===== config.mk =====
export PLATFORM = sky130hd
export DESIGN_NAME = mem_write_stride_sequencer
export DESIGN_NICKNAME = d
export VERILOG_FILES = /design/src/rtl/mem_write_stride_sequencer.sv
export SDC_FILE = /design/constraint.sdc
export NUM_CORES = 2
export LEC_CHECK = 0
export BUFFER_PORTS_ARGS = -buffer_cell sky130_fd_sc_hd__buf_2
export CORE_ASPECT_RATIO = 1.75
export CORE_MARGIN = 2
export CORE_UTILIZATION = 50
export CTS_CLUSTER_DIAMETER = 30
export DETAILED_ROUTE_END_ITERATION = 8
export GPL_ROUTABILITY_DRIVEN = 0
export PLACE_DENSITY = 0.71
export SKIP_LAST_GASP = 1
export SYNTH_ARGS = -nofsm -noshare
export SYNTH_HDL_FRONTEND = slang
export SYNTH_SLANG_ARGS = --single-unit

===== constraint.sdc =====
create_clock -name aclk -period 12.8 [get_ports aclk]
set_input_delay 0 -clock aclk [delete_from_list [all_inputs] [get_ports aclk]]
set_output_delay 0 -clock aclk [all_outputs]
set_load 0.05 [all_outputs]

===== src/rtl/mem_write_stride_sequencer.sv =====
// mem_write_stride_sequencer: strided write-command and address-derived payload generator for an AXI4 write master
module mem_write_stride_sequencer #(
  parameter int C_M_AXI_ADDR_WIDTH     = 64,
  parameter int C_AXIS_TDATA_WIDTH     = 256,
  parameter int C_XFER_SIZE_WIDTH      = 32,
  parameter int ADDRESS_INCREMENT_SIZE = 32,
  parameter int MEM_ADDR_SIZE          = 32
) (
  input  logic                              aclk,
  input  logic                              areset,
  input  logic                              start,
  input  logic [C_M_AXI_ADDR_WIDTH-1:0]     base_addr,
  input  logic [C_XFER_SIZE_WIDTH-1:0]      xfer_bytes,
  input  logic [ADDRESS_INCREMENT_SIZE-1:0] addr_increment,
  input  logic [MEM_ADDR_SIZE-1:0]          mem_max_addr,
  output logic                              done,
  output logic [31:0]                       cmd_count,
  output logic                              write_out_data,
  output logic [C_M_AXI_ADDR_WIDTH-1:0]     write_addr,
  output logic [C_XFER_SIZE_WIDTH-1:0]      out_data_size,
  output logic                              out_data_valid,
  input  logic                              out_data_ready,
  output logic [C_AXIS_TDATA_WIDTH-1:0]     out_data,
  input  logic                              write_done
);
  localparam int AW = C_M_AXI_ADDR_WIDTH;
  localparam int XW = C_XFER_SIZE_WIDTH;
  localparam int TW = C_AXIS_TDATA_WIDTH;
  localparam int DW = TW / 8;
  localparam int NL = TW / 32;
  typedef enum logic [2:0] {IDLE, ISSUE, STREAM, WAIT_DONE, FINISH} state_t;
  state_t                            state_q;
  logic [AW-1:0]                     base_q;
  logic [XW-1:0]                     xfer_q;
  logic [ADDRESS_INCREMENT_SIZE-1:0] inc_q;
  logic [MEM_ADDR_SIZE-1:0]          max_q;
  logic [63:0]                       offset_q;
  logic [XW-1:0]                     rem_q;
  logic [31:0]                       baddr_q;
  logic                              wd_q;
  logic                              done_q;
  logic [31:0]                       cmd_count_q;
  logic                              write_out_data_q;
  logic [AW-1:0]                     write_addr_q;
  logic [XW-1:0]                     out_data_size_q;
  logic                              out_data_valid_q;
  logic [TW-1:0]                     out_data_q;
  logic [63:0]                       offset_d;
  logic                              fits_d;
  assign done           = done_q;
  assign cmd_count      = cmd_count_q;
  assign write_out_data = write_out_data_q;
  assign write_addr     = write_addr_q;
  assign out_data_size  = out_data_size_q;
  assign out_data_valid = out_data_valid_q;
  assign out_data       = out_data_q;
  // 64-bit offset math: offset and stride are at most 32 bits wide, so the sum cannot wrap
  assign offset_d = offset_q + 64'(inc_q);
  assign fits_d   = (offset_d + 64'(xfer_q)) <= 64'(max_q);
  // Each 32-bit lane carries the low 32 bits of its own byte address
  function automatic logic [TW-1:0] lanes(input logic [31:0] a);
    logic [TW-1:0] d;
    for (int k = 0; k < NL; k++) d[32*k +: 32] = a + 32'(4 * k);
    return d;
  endfunction
  always_ff @(posedge aclk) begin
    if (areset) begin
      state_q          <= IDLE;
      base_q           <= '0;
      xfer_q           <= '0;
      inc_q            <= '0;
      max_q            <= '0;
      offset_q         <= '0;
      rem_q            <= '0;
      baddr_q          <= '0;
      wd_q             <= 1'b0;
      done_q           <= 1'b0;
      cmd_count_q      <= '0;
      write_out_data_q <= 1'b0;
      write_addr_q     <= '0;
      out_data_size_q  <= '0;
      out_data_valid_q <= 1'b0;
      out_data_q       <= '0;
    end else begin
      case (state_q)
        IDLE: if (start) begin
          base_q   <= base_addr;
          xfer_q   <= xfer_bytes;
          inc_q    <= addr_increment;
          max_q    <= mem_max_addr;
          offset_q <= '0;
          wd_q     <= 1'b0;
          if (xfer_bytes == '0 || 64'(xfer_bytes) > 64'(mem_max_addr)) begin
            cmd_count_q <= '0;
            done_q      <= 1'b1;
            state_q     <= FINISH;
          end else begin
            cmd_count_q      <= 32'd1;
            write_out_data_q <= 1'b1;
            write_addr_q     <= base_addr;
            out_data_size_q  <= xfer_bytes;
            state_q          <= ISSUE;
          end
        end
        ISSUE: begin
          write_out_data_q <= 1'b0;
          out_data_valid_q <= 1'b1;
          out_data_q       <= lanes(write_addr_q[31:0]);
          baddr_q          <= write_addr_q[31:0] + 32'(DW);
          rem_q            <= xfer_q;
          if (write_done) wd_q <= 1'b1;
          state_q          <= STREAM;
        end
        STREAM: begin
          // A completion arriving before the last beat is held for WAIT_DONE
          if (write_done) wd_q <= 1'b1;
          if (out_data_valid_q && out_data_ready) begin
            if (rem_q <= XW'(DW)) begin
              out_data_valid_q <= 1'b0;
              state_q          <= WAIT_DONE;
            end else begin
              rem_q      <= rem_q - XW'(DW);
              out_data_q <= lanes(baddr_q);
              baddr_q    <= baddr_q + 32'(DW);
            end
          end
        end
        WAIT_DONE: if (write_done || wd_q) begin
          wd_q <= 1'b0;
          if (inc_q == '0 || !fits_d) begin
            done_q  <= 1'b1;
            state_q <= FINISH;
          end else begin
            offset_q         <= offset_d;
            write_out_data_q <= 1'b1;
            write_addr_q     <= base_q + AW'(offset_d);
            cmd_count_q      <= cmd_count_q + 32'd1;
            state_q          <= ISSUE;
          end
        end
        FINISH: begin
          done_q  <= 1'b0;
          state_q <= IDLE;
        end
        default: state_q <= IDLE;
      endcase
    end
  end
endmodule


Word level (Yosys, flattened, before mapping)
Cells that the tools add are included.
- bits in registers: 679
- word-level logic and storage cells: 126
- output and inout port bits: 387
- bits of input ports: 165
- bitwise operators: 1
- add/subtract/negate cells: 21
- order comparisons: 3
- muxes and demuxes: 47
- eq/ne operators: 14
- reductions and logical operators: 24
- operators with widths (kind ; number):
    256-bit two-way mux ; 2
    256-bit case mux with 2 select lines ; 1
    64-bit two-way mux ; 7
    32-bit by 5-bit adder with 32-bit output, second input constant ; 8
    64-bit case mux with 2 select lines ; 2
    32-bit two-way mux ; 7
    32-bit case mux with 2 select lines ; 3
    32-bit by 4-bit adder with 32-bit output, second input constant ; 4
    64-bit by 32-bit adder with 64-bit output ; 2
    32-bit by 3-bit adder with 32-bit output, second input constant ; 2
    32-bit by 6-bit adder with 32-bit output, second input constant ; 2
    64-bit adder ; 1
    64-bit by 32-bit <= comparator with 1-bit output ; 1
    32-bit zero test ; 2
    32-bit by 1-bit adder with 32-bit output, second input constant ; 1
    32-bit > comparator ; 1
    32-bit by 6-bit <= comparator with 1-bit output, second input constant ; 1
    32-bit by 6-bit subtractor with 32-bit output, second input constant ; 1
    3-bit two-way mux ; 6
    2-bit inequality test, second input constant ; 9
    5-bit AND reduction ; 3
    1-bit two-way mux ; 14
    3-bit case mux with 4 select lines ; 1
    4-bit AND reduction ; 3
    16 further kinds ; 26

Depth between registers and ports, before layout
- word-level depth: 8
- mapped depth: 39
- gate-level depth less buffers: 37

Least setup slack after synthesis
OpenSTA, ideal clock, no wires.
- path type: flip-flop to flip-flop
- start: register inc_q[0]
- end: register offset_q[10]
- period minus slack after synthesis: 7.106 ns
- library setup time: 0.128 ns
- stages on the path, launching flop included: 36
- path buffers: 2
- slack: 5.694 ns
- required time: 12.672 ns
- arrival: 6.978 ns
- path through: dfxtp_1 -> ha_1 -> inv_1 -> fa_1 -> nand2b_1 -> a21oi_1 -> o211ai_1 -> o211ai_1 -> a21oi_1 -> xnor2_1 -> ha_1 -> a21oi_1 -> o22ai_1 -> or4_1 -> a31oi_1 -> o31ai_1 -> o21ai_0 -> nor2_1 -> a31oi_1 -> xnor2_1 -> ha_1 -> nand4_1 -> nor2_1 -> nand3_1 -> or3_1 -> nor3_1 -> o221ai_1 -> nor4b_1 -> o2111ai_1 -> nor4_2 -> and4_1 -> o21ai_2 -> buf_2 -> clkbuf_1 -> a22oi_1 -> nor2_1
- longest elaborated chain between the ends: 7
- elaborated cells on any way between the ends: 11
- classes of those cells: add/sub (2); order compare (1); eq/ne (1); mux (3); reduce/logical (4)
- ends and longest elaborated chain (element ; line ; text):
    start: declaration ; 35 ; logic [ADDRESS_INCREMENT_SIZE-1:0] inc_q;
    start signal: assignment ; 89 ; inc_q <= addr_increment;
    64-bit by 32-bit adder with 64-bit output ; 58 ; assign offset_d = offset_q + 64'(inc_q);
    64-bit by 32-bit adder with 64-bit output ; 59 ; assign fits_d = (offset_d + 64'(xfer_q)) <= 64'(max_q);
    64-bit by 32-bit <= comparator with 1-bit output ; 59 ;
    1-bit zero test ; 130 ; if (inc_q == '0 || !fits_d) begin
    1-bit logical OR ; 130 ;
    2-bit inequality test (no source line) ; n/a ;
    4-bit AND reduction (no source line) ; n/a ;
    end signal: assignment ; 134 ; offset_q <= offset_d;
    end: declaration ; 37 ; logic [63:0] offset_q;
Parallel ways exist; a longest one is shown, timed or not. The select of a mux whose other input is x is not followed.
A chain may end at the register's enable or synchronous reset.

Worst setup path after layout
- start: register inc_q[0]
- end: register write_addr_q[57], in the netlist write_addr[57]
- longest elaborated chain between the ends: 7
- elaborated cells on any way between the ends: 12
- classes of those cells: add/sub (3); order compare (1); eq/ne (1); mux (3); reduce/logical (4)
- ends and longest elaborated chain (element ; line ; text):
    64-bit by 32-bit adder with 64-bit output ; 58 ;
    64-bit by 32-bit adder with 64-bit output ; 59 ;
    64-bit by 32-bit <= comparator with 1-bit output ; 59 ;
    1-bit zero test ; 130 ;
    1-bit logical OR ; 130 ;
    2-bit inequality test (no source line) ; n/a ;
    5-bit AND reduction (no source line) ; n/a ;
    end signal: assignment ; 100 ; write_addr_q <= base_addr;
    end signal: assignment ; 136 ; write_addr_q <= base_q + AW'(offset_d);
    end: declaration ; 44 ; logic [AW-1:0] write_addr_q;
Parallel ways exist; a longest one is shown, timed or not. The select of a mux whose other input is x is not followed.

==> out/results.ini <==
[detailed_routing]
wl_met3_mm=13.3
vias=40600
wirelength_met1_mm=53.3
finalWirelength_mm=151
drtIter0Drc=4032
viasPerCell=5.99
wl_per_cell_um=22.2
dr.pass1.iters=6
top_layer_used=met5
drc=0
met2_length_mm=70.0
ant_nets=0

[clocking]
clock-root-buffer=clkbuf_16
insertion_delay_ns=0.73
cts_max_level=3
cts.sinks=655
cts_buffer_depth=3
ctsResizeCount=0
cts_tree=done
numCtsBuffers=107
cts.clk_slew.worst_paths_ns=0.06

[timing]
setup_viol=0
clock_skew_ns=0.0425
fin_crit_sh_pct=74.9
hold_viol=0
worst_pin_slew_ns=1.22
fin_crit_ns=9.59
setup_tns_ns=0
max-slew-margin-rel_pct=18.3
slew_viol_final=0
rsz0062_at_grt=false
fmax_ghz=0.104

[synthesis]
syn_area_um2=38000
ys_types=92
syn_avg_cell_area_um2=7.51
synth.net_count=5434
async_flop_share_pct=0
synth-edff-count=0
netlist_instances=5063
seq_area_frac_synth_pct=34.5
ys_ff_latch=655
yosys_warnings=0
synth_flop_cell=dfxtp_1

[final_layout]
mostFrequentLayoutCells=nand2_1, a21oi_1, dfxtp_1
fin_nets=6034
layout_commonest_cell=nand2_1
syn_to_final_growth_pct=24.7
nFillCells=6702
utilization_pct=63.0
drive_gt1_share_pct=15.4

[floorplanning]
start_util_pct=50.5
row_count=133
dieHeight_um=369
pin_count=552
die-area_um2=78300
die_w_um=212
core_um2=75200

[grt]
grt_overflow_total=0
grt_max_degree=204
antenna_found_initial=11
grt_pass1_wl_mm=226
grt_pass1_vias=38800
grt.total_usage_pct=37.7

[setup_path]
end_kind=flop
crit_type=reg -> reg
r2r-end=write_addr[57]
critPathLaunch=inc_q[0]
reg2reg_slack_ns=3.21
cp.required_ns=13.40
critPathMaxFanout=77
cpPeakStageDelay_ns=0.75
worstReg2RegStart=inc_q[0]
cpMostUsedCell=nor2_1
reg2reg_depth=34
crit_arrival_ns=10.18
startpoint_type=flop
crit_slowest_cell=o41ai_1

[place]
io_buffer_count=551
hpwl_mm=107

[worst_hold_path]
hold-path-cell-count=4
min_path_type=in -> reg
hold_start=addr_increment[2]
whs_endpoint=inc_q[2]

[power]
ir_drop_uv=182
p_leak_nw=20.0
p_per_area_nw_per_um2=234

[run_status]
status=finished clean

[flow_run]
drv_cap=0

==> how the worst max path moves through the flow <==
stage | to | cells after the start
floorplan | offset_q[10] | 35
global placement | write_addr[32] | 34
detailed placement | write_addr[59] | 34
CTS | write_addr[37] | 34
global route | write_addr[48] | 31
finish | write_addr[57] | 34
==> metal layers <==
| metal | vias up | track usage (%) |
|---|---|---|
| li1 | 19000 | - |
| met1 | 18900 | 40.4 |
| met2 | 2048 | 62.3 |
| met3 | 686 | 9.23 |
| met4 | 2 | 31.2 |
| met5 | - | 0 |
==> cell families after synthesis <==
family	count (synthesis)	synth area share (%)
AO/OA/AOI/OAI	1378	21.8
XOR/XNOR	285	6.59
adder cells (fa/ha/maj)	206	6.84
buffers and inverters	479	5.06
flip-flops	655	34.5
multiplexers	65	1.72
AND/OR/NAND/NOR	1995	23.5
==> worst max-delay path, delay by kind of cell, from the launching register on <==
family          cells  cell delay [ns]
compound gates     11             2.96
xor+xnor            2             0.62
fa+ha+maj           4             1.26
buf+inv             2             0.71
flops               1             0.35
simple gates       15             3.50
==> layout make-up <==
class | instances | area [µm²] | area share (%)
Tap cell | 1012 | 1270 | 2.67
Multi-Input combinational cell | 3929 | 23100 | 48.7
Antenna cell | 11 | 27.5 | 0.0581
Sequential cell | 655 | 13100 | 27.7
Inverter | 144 | 541 | 1.14
Clock inverter | 85 | 1160 | 2.46
Clock buffer | 117 | 2820 | 5.94
Timing Repair Buffer | 826 | 5380 | 11.3
==> cells in the mapped netlist, types with 90 or more instances <==
cell	count	area (µm²)
a21oi_1	667	3340
xnor2_1	182	1590
a211oi_1	116	871
inv_1	141	529
o21ai_0	219	1100
nand3_1	159	796
ha_1	203	2540
or3_1	90	563
nor2_1	413	1550
nand2_1	941	3530
xor2_1	102	893
dfxtp_1	655	13100
clkbuf_1	273	1020
a21o_1	92	691
==> through the flow <==
stage | setup slack [ns] | area, µm² | std cells | hold slack, ns | total power, mW
after floorplan | 5.69 | 38000 | 5063 | 0.136 | 6.35
final | 3.21 | 47400 | 6779 | 0.0511 | 11.1
after CTS | 3.48 | 47400 | 6768 | 0.0125 | 11.0
after global placement | 3.72 | 41300 | 6354 | 0.243 | 7.66
after detailed placement | 3.55 | 41300 | 6354 | 0.247 | 7.72
after global routing | 2.75 | 47400 | 6775 | 0.0710 | 11.6
==> report_power, final <==
group | switching [mW] | leakage [nW] | internal [mW]
Combinational | 3.70 | 12.7 | 1.36
Clock | 1.23 | 1.90 | 1.93
Sequential | 0.382 | 5.33 | 2.49
Total | 5.31 | 20.0 | 5.78
==> state kept, by name, indices dropped and copies added (netlist names), 64 cells and up <==
signal	cells
base_q	64
out_data	232
offset_q	64
write_addr	64
==> what timing repair did <==
| action | in CTS | in global routing |
|---|---|---|
| endpoints found under the setup margin | 0 | 0 |
| buffers inserted | 0 | 0 |
| endpoints found under the hold margin | 311 | 0 |
| hold buffers | 212 | 0 |
(Power assumes the default switching activity.)
